### src/rtl/multdiv_stall_ctrl.sv
// Stall/sequencing controller for the 5-stage core: load-use bubble insertion and
// start/freeze/release sequencing of the multi-cycle multdiv unit.
module multdiv_stall_ctrl #(
  parameter int MAX_CYCLES = 40,
  parameter int CNT_W      = 6
) (
  input  logic        clock,
  input  logic        reset_n,
  input  logic [31:0] fd_ir,
  input  logic [31:0] dx_ir,
  input  logic        flush,
  input  logic        data_resultRDY,
  input  logic        data_exception,
  input  logic [31:0] data_result,
  output logic        ctrl_mult,
  output logic        ctrl_div,
  output logic        pc_we,
  output logic        fd_we,
  output logic        dx_we,
  output logic        dx_nop,
  output logic        xm_nop,
  output logic        md_result_sel,
  output logic [31:0] md_result,
  output logic        md_ovf,
  output logic        busy,
  output logic [1:0]  dbg_state
);

  localparam logic [4:0] OP_RTYPE = 5'b00000;
  localparam logic [4:0] OP_BNE   = 5'b00010;
  localparam logic [4:0] OP_JR    = 5'b00100;
  localparam logic [4:0] OP_ADDI  = 5'b00101;
  localparam logic [4:0] OP_BLT   = 5'b00110;
  localparam logic [4:0] OP_SW    = 5'b00111;
  localparam logic [4:0] OP_LW    = 5'b01000;
  localparam logic [4:0] OP_BEX   = 5'b10110;
  localparam logic [4:0] ALU_MUL  = 5'b00110;
  localparam logic [4:0] ALU_DIV  = 5'b00111;

  typedef enum logic [1:0] {
    IDLE = 2'd0,
    BUSY = 2'd1,
    DONE = 2'd2
  } state_e;

  state_e             state_q, state_d;
  logic [CNT_W-1:0]   cnt_q, cnt_d;
  logic [31:0]        res_q, res_d;
  logic               ovf_q, ovf_d;

  logic [4:0] dx_op, dx_rd, dx_alu;
  logic [4:0] fd_op, fd_rd, fd_rs, fd_rt;
  logic       dx_mul, dx_div, dx_lw;
  logic       fd_reads_rs, fd_reads_rt, fd_reads_rd, fd_bex;
  logic       load_use, md_start, timeout;
  logic       unused_bits;

  assign dx_op  = dx_ir[31:27];
  assign dx_rd  = dx_ir[26:22];
  assign dx_alu = dx_ir[6:2];
  assign fd_op  = fd_ir[31:27];
  assign fd_rd  = fd_ir[26:22];
  assign fd_rs  = fd_ir[21:17];
  assign fd_rt  = fd_ir[16:12];
  assign unused_bits = ^{fd_ir[11:0], dx_ir[21:7], dx_ir[1:0]};

  assign dx_mul = (dx_op == OP_RTYPE) && (dx_alu == ALU_MUL);
  assign dx_div = (dx_op == OP_RTYPE) && (dx_alu == ALU_DIV);
  assign dx_lw  = (dx_op == OP_LW);

  // sw reads rd as store data, but that path is covered by the WM bypass
  assign fd_reads_rs = (fd_op == OP_RTYPE) || (fd_op == OP_ADDI) || (fd_op == OP_LW) ||
                       (fd_op == OP_SW) || (fd_op == OP_BNE) || (fd_op == OP_BLT);
  assign fd_reads_rt = (fd_op == OP_RTYPE);
  assign fd_reads_rd = (fd_op == OP_BNE) || (fd_op == OP_BLT) || (fd_op == OP_JR);
  assign fd_bex      = (fd_op == OP_BEX);

  assign load_use = dx_lw && (dx_rd != 5'd0) &&
                    ((fd_reads_rs && (fd_rs == dx_rd)) ||
                     (fd_reads_rt && (fd_rt == dx_rd)) ||
                     (fd_reads_rd && (fd_rd == dx_rd)) ||
                     (fd_bex && (dx_rd == 5'd30)));

  assign md_start = (state_q == IDLE) && (dx_mul || dx_div) && !flush;
  assign timeout  = (cnt_q == CNT_W'(MAX_CYCLES - 1));

  always_comb begin
    state_d = state_q;
    cnt_d   = cnt_q;
    res_d   = res_q;
    ovf_d   = ovf_q;
    case (state_q)
      IDLE: begin
        if (md_start) begin
          state_d = BUSY;
          cnt_d   = '0;
        end
      end
      BUSY: begin
        cnt_d = cnt_q + 1'b1;
        // a result arriving on the final watchdog cycle still wins
        if (data_resultRDY) begin
          res_d   = data_result;
          ovf_d   = data_exception;
          state_d = DONE;
        end else if (timeout) begin
          res_d   = '0;
          ovf_d   = 1'b1;
          state_d = DONE;
        end
      end
      DONE:    state_d = IDLE;
      default: state_d = IDLE;
    endcase
  end

  always_ff @(posedge clock or negedge reset_n) begin
    if (!reset_n) begin
      state_q <= IDLE;
      cnt_q   <= '0;
      res_q   <= '0;
      ovf_q   <= 1'b0;
    end else begin
      state_q <= state_d;
      cnt_q   <= cnt_d;
      res_q   <= res_d;
      ovf_q   <= ovf_d;
    end
  end

  always_comb begin
    ctrl_mult     = 1'b0;
    ctrl_div      = 1'b0;
    pc_we         = 1'b1;
    fd_we         = 1'b1;
    dx_we         = 1'b1;
    dx_nop        = 1'b0;
    xm_nop        = 1'b0;
    md_result_sel = 1'b0;
    // outputs sit at their reset values for the whole time reset is held
    if (reset_n) begin
      case (state_q)
        IDLE: begin
          if (md_start) begin
            ctrl_mult = dx_mul;
            ctrl_div  = dx_div;
            pc_we     = 1'b0;
            fd_we     = 1'b0;
            dx_we     = 1'b0;
            xm_nop    = 1'b1;
          end else if (!flush && load_use) begin
            pc_we  = 1'b0;
            fd_we  = 1'b0;
            dx_nop = 1'b1;
          end
        end
        BUSY: begin
          pc_we  = 1'b0;
          fd_we  = 1'b0;
          dx_we  = 1'b0;
          xm_nop = 1'b1;
        end
        DONE:    md_result_sel = 1'b1;
        default: ;
      endcase
    end
  end

  assign md_result = res_q;
  assign md_ovf    = ovf_q;
  assign busy      = (state_q == BUSY);
  assign dbg_state = state_q;

endmodule

### config.mk
export PLATFORM = sky130hd
export DESIGN_NAME = multdiv_stall_ctrl
export DESIGN_NICKNAME = d
export VERILOG_FILES = /design/src/rtl/multdiv_stall_ctrl.sv
export SDC_FILE = /design/constraint.sdc
export NUM_CORES = 1
export LEC_CHECK = 0
export ABC_CLOCK_PERIOD_IN_PS = 6100
export BUFFER_PORTS_ARGS = -buffer_cell sky130_fd_sc_hd__buf_2
export CORE_ASPECT_RATIO = 1.1
export CORE_MARGIN = 1.5
export CORE_UTILIZATION = 43
export DETAILED_ROUTE_END_ITERATION = 16
export GPL_TIMING_DRIVEN = 1
export PLACE_DENSITY_LB_ADDON = 0.3
export SYNTH_ARGS = -nofsm -noshare
export SYNTH_HDL_FRONTEND = slang
export SYNTH_SLANG_ARGS = --single-unit
### constraint.sdc
create_clock -name clock -period 6.1 [get_ports clock]
set_input_delay 1.22 -clock clock [delete_from_list [all_inputs] [get_ports clock]]
set_output_delay 1.22 -clock clock [all_outputs]
set_load 0.01 [all_outputs]
Word level (Yosys, flattened, before mapping) --
Index checks and enable logic that the tools add are counted.
Cells by class: equal/unequal tests 19, muxes and demuxes 32, add/sub/neg operators 1, reduce and logical (&&, ||, !) cells 32
Operators by type and width (count):
- $mux W32 | 2
- $eq A5 B3 Y1 const B | 6
- $mux W1 | 21
- $eq A5 B5 Y1 | 3
- $pmux W6 S2 | 1
- $logic_and A1 B1 Y1 | 11
- $logic_or A1 B1 Y1 | 11
- $eq A5 B4 Y1 const B | 2
- $eq A5 B5 Y1 const B | 2
- $logic_not A5 Y1 | 2
- $add A6 B1 Y6 const B | 1
- $eq A6 B6 Y1 const B | 1
- $mux W2 | 3
- $mux W6 | 1
- $pmux W1 S2 | 3
- $reduce_and A2 Y1 | 3
- $eq A5 B2 Y1 const B | 1
- $reduce_bool A5 Y1 | 1
- $pmux W2 S2 | 1
- $reduce_bool A2 Y1 | 2
- $ne A3 B2 Y1 const B | 1
- $eq A2 B1 Y1 const B | 1
- $eq A2 B2 Y1 const B | 1
- $logic_not A2 Y1 | 1
- 2 further kinds | 2
Storage, ports and cells: output and inout port bits 44, flip-flop bits (word level) 41, word-level logic and storage cells 88

Longest topological paths before layout --
Gate-level depths: netlist of the first run.
word-level depth 16, mapped depth 7

Worst setup path before layout of the first run --
Ideal clock, no wire load.
path kind input to output, from in dx_ir[27], to out pc_we, setup slack 2.258 ns, data required time 4.880 ns, stages on the path 6, path buffers 1, arrival time 2.622 ns, cell sequence or4_4 nor4_4 o21ba_2 nand2_2 o21a_1 buf_4
Between the ends: word-level cells in the longest chain between the ends 8, elaborated cells on any way between the ends 14
RTL lines:
- start: declaration | RTL line 10 | input logic [31:0] dx_ir,
- $eq A5 B4 Y1 or $logic_not A5 Y1 (tied branches) | RTL line 69, 67, 68
- $logic_and A1 B1 Y1 (on tied branches) | RTL line 78, 67, 68
- $logic_and A1 B1 Y1 or $logic_or A1 B1 Y1 (tied branches) | RTL line 78, 84
- $logic_and A1 B1 Y1 (on tied branches) | RTL line 151, 84
- $mux W1 or $logic_and A1 B1 Y1 (tied branches)
- $mux W1 (*)
- $pmux W1 S2 (*)
- $mux W1 (*)
- end: declaration | RTL line 17 | output logic pc_we,
Mark *: on every way between the ends. The rest lies on a longest branch, timed or not.

Worst setup path after layout of the first run --
from in dx_ir[27], to out pc_we
Between the ends: word-level cells in the longest chain between the ends 8, elaborated cells on any way between the ends 14
RTL lines:
- $eq A5 B4 Y1 or $logic_not A5 Y1 (tied branches) | RTL line 69, 67, 68
- $logic_and A1 B1 Y1 (on tied branches) | RTL line 78, 67, 68
- $logic_and A1 B1 Y1 or $logic_or A1 B1 Y1 (tied branches) | RTL line 78, 84
- $logic_and A1 B1 Y1 (on tied branches) | RTL line 151, 84
- $mux W1 or $logic_and A1 B1 Y1 (tied branches) | RTL line 151, 84
- $mux W1 (*) | RTL line 144 | if (md_start) begin
- $pmux W1 S2 (*) | RTL line 142 | case (state_q)
- $mux W1 (*) | RTL line 141 | if (reset_n) begin
Marked as above.

==> reports/results.ini, run 1 <==
[timing]
slew_headroom_pct=21.9
final.period_utilization_pct=64.9
fmax_mhz=253
hold_violations=0
fin_tns_setup_ns=0
setup_viol=0
worst_pin_slew_ns=1.17
final_max_slew_viol_count=0
grt_setup_unrepaired=false
period_needed_ns=3.96
skew_ns=0.00840

[cts]
cts_tree=done
clockBufferDepth=2
clk_pin_slew_ns=0.08
clock_latency_ns=0.29
cts_setup_buffers=0
hold_buffers=0
h-tree-depth=2
clockRootBuffer=clkbuf_8
cts_sinks=41
post_cts_resized=0
numCtsBuffers=5

[floorplanning]
dieArea_sq_um=4850
die_w_microns=66.5
die_h_microns=72.9
initial_utilization_pct=44.5
io_pins=145
std_cell_rows=25
core-area_sq_um=4290

[setup_path]
r2r_start=cnt_q[0]
cp_cell_sequence=buf_2, or4_4, nor4_4, o21ba_2, nand2_2, o21a_1, buf_2
endpoint_kind=output pin
required_ns=4.88
cp_common_cell=buf_2
path_class=in -> out
path_depth=7
reg2reg_depth=6
worst-path-buf-inv=2
crit_path_max_fanout=3
worstSetupStartpoint=dx_ir[27]
max_stage_delay_ns=0.56
startpoint_type=primary input
cp_top_family=simple AND/OR/NAND/NOR gates
crit_arrival_ns=2.74
cpMaxStageDelayCell=or4_4

[logic_synthesis]
synth-edff-count=0
yosysWarnings=0
syn_area_sq_um=1910
ys_types=39
synth.avg_cell_area_sq_um=11.7
synthCells=163
synth_top_area_cell=dfrtp_1
synth_fp_nets=265
synth_top_area_share_pct=53.8
netlist_top_cells_area=dfrtp_1 (54%), a22o_1 (15%), xnor2_1 (4.1%), xor2_1 (3.2%), nand4_1 (1.6%)
synth_seq_area_share_pct=53.8
ys_async_sr_fraction_pct=100
synth_seq_cells=41
synth_ff_type=dfrtp_1

[layout]
drive_gt1_share_pct=47.5
n_antenna_cell=0
area_growth_pct=37.2
layout_common_cells=buf_2 (115), dfrtp_1 (41), a22o_1 (33)
fill_cells=377
final_common_cell=buf_2
nets=379
layout.cells.non_filler=332

[min_path]
min_from=cnt_q[5]
hp-class=reg -> reg
hold_path_depth=1

[run_status]
status=finished, final reports clean

[global_route]
grt_usage_pct=18.7
grt_pass1_vias=1546
grt_overflow=0
grt_first_pass_wirelength_microns=6890
antenna_found_initial=0
grt_max_degree=45

[detailed_routing]
highest_layer=met4
met1_length_microns=1920
dr_wl_met2_microns=2060
vias=1708
wl_per_cell_microns=13.5
wl_met3_microns=454
routed_wl_microns=4470
antenna_left=0
vias_per_cell=5.14
dr.pass1.iters=4
drtIter0Drc=72
drcViolationCount=0

[place]
numPortBuffers=115
gp_congestion=0.712
dp_hpwl_microns=3230
dp_cells=324

[power]
ir_drop_v=0.000186
power_leakage_nw=1.40
powerDensity_nw_per_um2=330

[flow_run]
cap_violations=0

area by class of cell:
| cell class | instances | area (sq um) | area share, % |
|---|---|---|---|
| well taps | 54 | 67.6 | 2.58 |
| multi-input cells | 108 | 821 | 31.4 |
| flip-flops and latches | 41 | 1030 | 39.2 |
| clock buffers | 7 | 96.3 | 3.68 |
| clock inverters | 1 | 5.00 | 0.191 |
| inverters | 5 | 18.8 | 0.717 |
| repair buffers | 116 | 583 | 22.3 |
routing by layer:
metal  vias up  track usage (%)
met4         0             6.12
met3         5             5.25
li1        831                -
met1       779             22.0
met2        93             32.8
met5         -                0
power by group:
group / switching, mW / total [mW] / internal [mW]
clock: 0.0882 / 0.190 / 0.102
sequential: 0.0587 / 0.416 / 0.357
combinational: 0.119 / 0.257 / 0.138
cell usage after synthesis, types with 3 or more instances:
master and instances:
xnor2_1 9, nor4_1 5, nor2_1 8, o21ai_1 6, dfrtp_1 41, a22o_1 33, buf_2 4, inv_1 4
nand4_1 5, clkbuf_1 3, xor2_1 7, nand2_1 7
metrics by stage:
stage | utilization, % | power (mW) | cell area (sq um) | hold slack (ns) | setup slack, ns
after floorplan | - | 0.554 | 1910 | 0.441 | 2.26
after global placement | 58.7 | 0.671 | 2520 | 0.458 | 2.12
after detailed placement | 58.7 | 0.677 | 2520 | 0.471 | 2.12
after CTS | 61.1 | 0.873 | 2620 | 0.484 | 2.12
after global routing | 61.1 | 0.918 | 2620 | 0.517 | 2.06
final | 61.1 | 0.863 | 2620 | 0.482 | 2.14
flip-flops by register name (all words and copies together) (netlist names):
register and count:
md_result 32, cnt_q 6, dbg_state 2, md_ovf 1
worst reg2reg max path: cells and delay by family, from the launching register on:
family          cells  cell delay, ns
flops               1            0.41
compound gates      2            0.37
simple gates        1            0.81
buf+inv             2            0.24
fa+ha+maj           1            0.26
cells by family after synthesis:
family                   share of synthesized area, %
AO/OA/AOI/OAI                                    21.1
AND/OR/NAND/NOR                                  13.3
XOR/XNOR                                         7.34
adder cells (fa/ha/maj)                         0.656
multiplexers                                    0.590
flip-flops                                       53.8
buffers and inverters                            3.21
path summary, 6_finish.rpt:
| kind | end | slack [ns] |
|---|---|---|
| setup / recovery | pc_we | 2.14 |
| hold / removal | cnt_q[5] | 0.48 |
| setup reg to reg | md_ovf | 3.85 |
| hold reg to reg | cnt_q[5] | 0.48 |
| max in group asynchronous | md_result[16] | 4.75 |
| min in group asynchronous | md_result[9] | 0.99 |
(Power assumes the default switching activity.)
==> inputs of run 2 (changes only) <==
ABC_CLOCK_PERIOD_IN_PS = 3900   (was 6100)
CORE_UTILIZATION = 40   (was 43)
clock period = 3.9 ns   (was 6.1 ns; I/O delays follow)
==> run 2 against run 1 <==
Compared with the run above:
- critical path depth unchanged
- first-iteration DRC count decreased by 22%
- die area increased by 7.2%
- worst setup slack got worse by 1.3 ns
- clock skew decreased by 0.0046 ns
- via count increased by 0.76%
- sequential share of layout area decreased by 0.43 points
- register-to-register slack got worse by 2.0 ns
- non-clock buffer count increased by 1
- sequential power increased by 55%
- wire length increased by 1.2%
- final cell count increased by 0.90%
==> reports/results.ini, run 2 (synthesis results as in run 1) <==
[place]
numPortBuffers=115  ; unchanged
dp_hpwl_microns=3330  ; +3.1%
gp_congestion=0.745  ; +4.6%

[detailed_routing]
vias_per_cell=5.14  ; -0.14%
drcViolationCount=0  ; unchanged
drtIter0Drc=56  ; -22%
wl_per_cell_microns=13.5  ; +0.28%
antenna_left=0  ; unchanged
routed_wl_microns=4520  ; +1.2%
dr.pass1.iters=4  ; unchanged
vias=1721  ; +0.76%

[cts]
hold_buffers=0  ; unchanged
h-tree-depth=2  ; unchanged
clock_latency_ns=0.29  ; about the same
numCtsBuffers=5  ; unchanged
clockBufferDepth=2  ; unchanged
clockRootBuffer=clkbuf_8
cts_sinks=41  ; unchanged
cts_tree=done
clk_pin_slew_ns=0.08  ; about the same
post_cts_resized=0  ; unchanged
cts_setup_buffers=0  ; unchanged

[global_route]
grt_usage_pct=16.8  ; -1.9 points
grt_first_pass_wirelength_microns=6450  ; -6.4%
grt_pass1_vias=1499  ; -3.0%
antenna_found_initial=0  ; unchanged
grt_max_degree=44  ; -2.2%
grt_overflow=0  ; unchanged

[power]
power_leakage_nw=1.41  ; +0.52%
powerDensity_nw_per_um2=530  ; +61%
ir_drop_v=0.000371  ; +99%

[setup_path]
cp_common_cell=buf_2
endpoint_kind=output pin
crit_path_max_fanout=3  ; unchanged
max_stage_delay_ns=0.57  ; about the same
cpMaxStageDelayCell=or4_4
cp_top_family=simple AND/OR/NAND/NOR gates
required_ns=3.12  ; -1.76 ns
startpoint_type=primary input
worst-path-buf-inv=2  ; unchanged
path_class=in -> out
crit_arrival_ns=2.31  ; -0.43 ns
cp_cell_sequence=buf_2, or4_4, nor4_4, o21ba_2, nand2_2, o21a_1, buf_2

[floorplanning]
std_cell_rows=26  ; +4.0%
dieArea_sq_um=5190  ; +7.2%
core-area_sq_um=4620  ; +7.8%
die_w_microns=68.9  ; +3.5%
die_h_microns=75.4  ; +3.5%
io_pins=145  ; unchanged
initial_utilization_pct=41.3  ; -3.2 points

[layout]
nets=380  ; +0.26%
n_antenna_cell=0  ; unchanged
final_common_cell=buf_2
drive_gt1_share_pct=47.7  ; +0.19 points
final_util_pct=57.3  ; -3.8 points
area_growth_pct=38.7
largest_register_ffs=32  ; unchanged
layout_common_cells=buf_2 (115), dfrtp_1 (41), a22o_1 (33)

[timing]
final.period_utilization_pct=79.2
worst_pin_slew_ns=1.17  ; -0.00332 ns
period_needed_ns=3.09
slew_headroom_pct=22.2  ; +0.22 points
fmax_mhz=324
hold_violations=0  ; unchanged
grt_setup_unrepaired=false
skew_ns=0.00379  ; -0.00460 ns
fin_tns_setup_ns=0  ; unchanged
final_max_slew_viol_count=0  ; unchanged
setup_viol=0  ; unchanged

[min_path]
hp-class=reg -> reg

[flow_run]
cap_violations=0  ; unchanged

[run_status]
status=finished, final reports clean

run 2: through the flow:
| step | instances | power (mW) | area [sq um] | hold slack [ns] | setup WS, ns |
|---|---|---|---|---|---|
| after floorplan | 163 | 0.866 | 1910 | 0.441 | 0.938 |
| after global placement | 327 | 1.05 | 2530 | 0.460 | 0.799 |
| after detailed placement | 327 | 1.06 | 2530 | 0.469 | 0.793 |
| after CTS | 335 | 1.42 | 2650 | 0.481 | 0.788 |
| after global routing | 335 | 1.49 | 2650 | 0.519 | 0.749 |
| final | 335 | 1.40 | 2650 | 0.476 | 0.813 |
run 2: final timing paths:
| path | start | to | slack (ns) | depth (start not counted) |
|---|---|---|---|---|
| min reg2reg | cnt_q[5] | cnt_q[5] | 0.48 | 1 |
| max reg2reg | dbg_state[1] | md_result[26] | 1.82 | 4 |
| max | dx_ir[27] | pc_we | 0.81 | 7 |
| min | cnt_q[5] | cnt_q[5] | 0.48 | 1 |
| min in group asynchronous | reset_n | cnt_q[4] | 0.57 | 2 |
| max in group asynchronous | reset_n | md_result[24] | 2.96 | 2 |
run 2: cell type report:
class	instances	area [sq um]
Multi-Input combinational cell	108	821
Inverter	5	18.8
Fill cell	408	1970
Sequential cell	41	1030
Tap cell	56	70.1
Timing Repair Buffer	117	591
Clock buffer	6	82.6
Clock inverter	2	37.5
run 2: power by group:
group          switching [mW]  total [mW]  internal, mW
Clock                   0.146       0.354         0.208
Sequential             0.0858       0.644         0.558
Combinational           0.188       0.405         0.217
run 2: per-layer routing:
metal  GRT usage (%)  vias to the layer above  wire length [microns]
met5               0                        -                      0
met4            6.54                        0                     66
met3            4.87                        6                    465
met2            30.1                       87                   2120
met1            18.6                      791                   1870
li1                -                      837                      -
==> inputs of run 3 (changes only) <==
ABC_CLOCK_PERIOD_IN_PS = 3100   (was 3900)
clock period = 3.1 ns   (was 3.9 ns; I/O delays follow)
==> run 3 against run 2 <==
Compared with the run above:
- critical path type unchanged
- critical path depth unchanged
- cell area increased by 0.43%
- first-iteration DRC count decreased by 8.9%
- final cell count increased by 0.60%
- sequential cell count unchanged
- register-to-register slack got worse by 0.65 ns
- wire length decreased by 0.69%
- highest routed layer unchanged
==> reports/results.ini, run 3 (synthesis results as in run 1) <==
[setup_path]
required_ns=2.48  ; -0.64 ns
crit_arrival_ns=2.14  ; -0.17 ns
path_class=in -> out
cpMaxStageDelayCell=or4_4
worstSetupStartpoint=dx_ir[27]
endpoint_kind=output pin
endpoint=pc_we
r2r_start=cnt_q[0]
timing.rr.end=md_result[22]
cp_common_cell=buf_2
reg2reg_slack_ns=1.17  ; -0.65 ns
cp_cell_sequence=buf_2, or4_4, nor4_4, o21ba_2, nand2_2, o21a_1, buf_2
reg2reg_depth=6  ; +2
crit_path_max_fanout=3  ; unchanged
startpoint_type=primary input
max_stage_delay_ns=0.56  ; about the same

[power]
power_switching_uw=515  ; +23%
powerDensity_nw_per_um2=660  ; +24%
p_comb_share_pct=29.0  ; about the same
finalPower_mw=1.75  ; +25%
power_frac_clock_pct=24.6  ; -0.7 points
power.share.switching_pct=29.4  ; -0.56 points
ir_drop_v=0.000395  ; +6.5%
power.internal_mw=1.24  ; +26%
power_leakage_nw=1.42  ; +0.80%
pwr-share-seq_pct=46.4  ; +0.5 points

[timing]
fin_tns_setup_ns=0  ; unchanged
period_needed_ns=2.76
hold_violations=0  ; unchanged
skew_ns=0.00427  ; +0.000474 ns
final_max_slew_viol_count=0  ; unchanged
setup_viol=0  ; unchanged
finalHoldWorstSlack_ns=0.338  ; -0.139 ns
final.period_utilization_pct=89.0
worst_pin_slew_ns=0.535  ; -0.632 ns
slew_headroom_pct=64.2  ; +42 points
fmax_mhz=362
grt_setup_unrepaired=false

[detailed_routing]
drtIter0Drc=51  ; -8.9%
dr.pass1.iters=4  ; unchanged
routed_wl_microns=4490  ; -0.69%
vias_per_cell=5.19  ; +1.0%
antenna_left=0  ; unchanged
vias=1749  ; +1.6%
drcViolationCount=0  ; unchanged
wl_per_cell_microns=13.3  ; -1.3%

[cts]
clockBufferDepth=2  ; unchanged
hold_buffers=0  ; unchanged
clock_latency_ns=0.29  ; about the same
cts_setup_buffers=0  ; unchanged
cts_tree=done
post_cts_resized=0  ; unchanged
cts_sinks=41  ; unchanged
clk_pin_slew_ns=0.07  ; about the same
numCtsBuffers=5  ; unchanged
h-tree-depth=2  ; unchanged
clockRootBuffer=clkbuf_8

[global_route]
grt_overflow=0  ; unchanged
grt_first_pass_wirelength_microns=6800  ; +5.5%
antenna_found_initial=0  ; unchanged
grt_usage_pct=17.7  ; +0.92 points
grt_pass1_vias=1513  ; +0.93%
grt_max_degree=24  ; -45%

[layout]
drive_gt1_share_pct=47.7  ; about the same
area_growth_pct=39.3
final_util_pct=57.5  ; +0.24 points
largest_register_ffs=32  ; unchanged
final_common_cell=buf_2
layout_common_cells=buf_2 (115), dfrtp_1 (41), a22o_1 (33)
layout.cells.non_filler=337  ; +0.60%
nets=382  ; +0.53%
n_antenna_cell=0  ; unchanged

[floorplanning]
dieArea_sq_um=5190  ; unchanged
io_pins=145  ; unchanged
die_w_microns=68.9  ; unchanged
std_cell_rows=26  ; unchanged
core-area_sq_um=4620  ; unchanged
initial_utilization_pct=41.3  ; unchanged
die_h_microns=75.4  ; unchanged

[place]
gp_congestion=0.742  ; -0.38%
numPortBuffers=115  ; unchanged
dp_cells=329  ; +0.61%
dp_hpwl_microns=3480  ; +4.4%

[min_path]
hp-class=in -> async

[flow_run]
cap_violations=0  ; unchanged

[run_status]
status=finished, final reports clean

[run 3: cell types whose count changed in the layout (fill, tap and decap cells not counted)]
| cell | change |
|---|---|
| buf_4 | +2 |
| clkbuf_1 | +1 |
| clkinvlp_4 | -1 |
[run 3: metrics by stage]
step	worst slack (ns)	cell area, sq um
2_1_floorplan	0.458	1910
3_3_place_gp	0.345	2540
3_5_place_dp	0.325	2540
4_1_cts	0.318	2660
5_1_grt	0.232	2660
6_report	0.341	2660
[run 3: worst max-delay path: cells and delay by family]
kind	cells	cell delay, ns
simple gates	3	0.94
compound gates	2	0.33
buf+inv	2	0.24
[run 3: worst min-delay path by stage]
stage / cells past startpoint / to / startpoint / slack, ns
after floorplan: 0 / cnt_q[0] / reset_n / 0.32
after global placement: 1 / cnt_q[5] / cnt_q[5] / 0.46
after detailed placement: 1 / cnt_q[5] / cnt_q[5] / 0.46
after CTS: 2 / cnt_q[2] / reset_n / 0.35
after global routing: 2 / cnt_q[2] / reset_n / 0.36
final: 2 / cnt_q[2] / reset_n / 0.34
[run 3: cell type report]
class / count / area [sq um]
Inverter: 5 / 18.8
Clock buffer: 7 / 86.3
Clock inverter: 1 / 30.0
Tap cell: 56 / 70.1
Fill cell: 416 / 1960
Multi-Input combinational cell: 108 / 821
Timing Repair Buffer: 119 / 606
Sequential cell: 41 / 1030
[run 3: power groups by stage]
stage          sequential (mW)  combinational [mW]  clock (mW)
2_1_floorplan            0.873               0.216           0
4_1_cts                  0.815               0.515       0.441
3_5_place_dp             0.819               0.518           0
5_1_grt                  0.840               0.565       0.469
6_report                 0.814               0.508       0.432
3_3_place_gp             0.819               0.505           0
[run 3: metal layers]
metal | vias to the layer above | routed length [microns] | global-route usage, %
met3 | 6 | 472 | 4.87
met5 | - | 0 | 0
met1 | 810 | 1760 | 20.2
met2 | 92 | 2200 | 31.8
li1 | 841 | - | -
met4 | 0 | 57 | 5.88
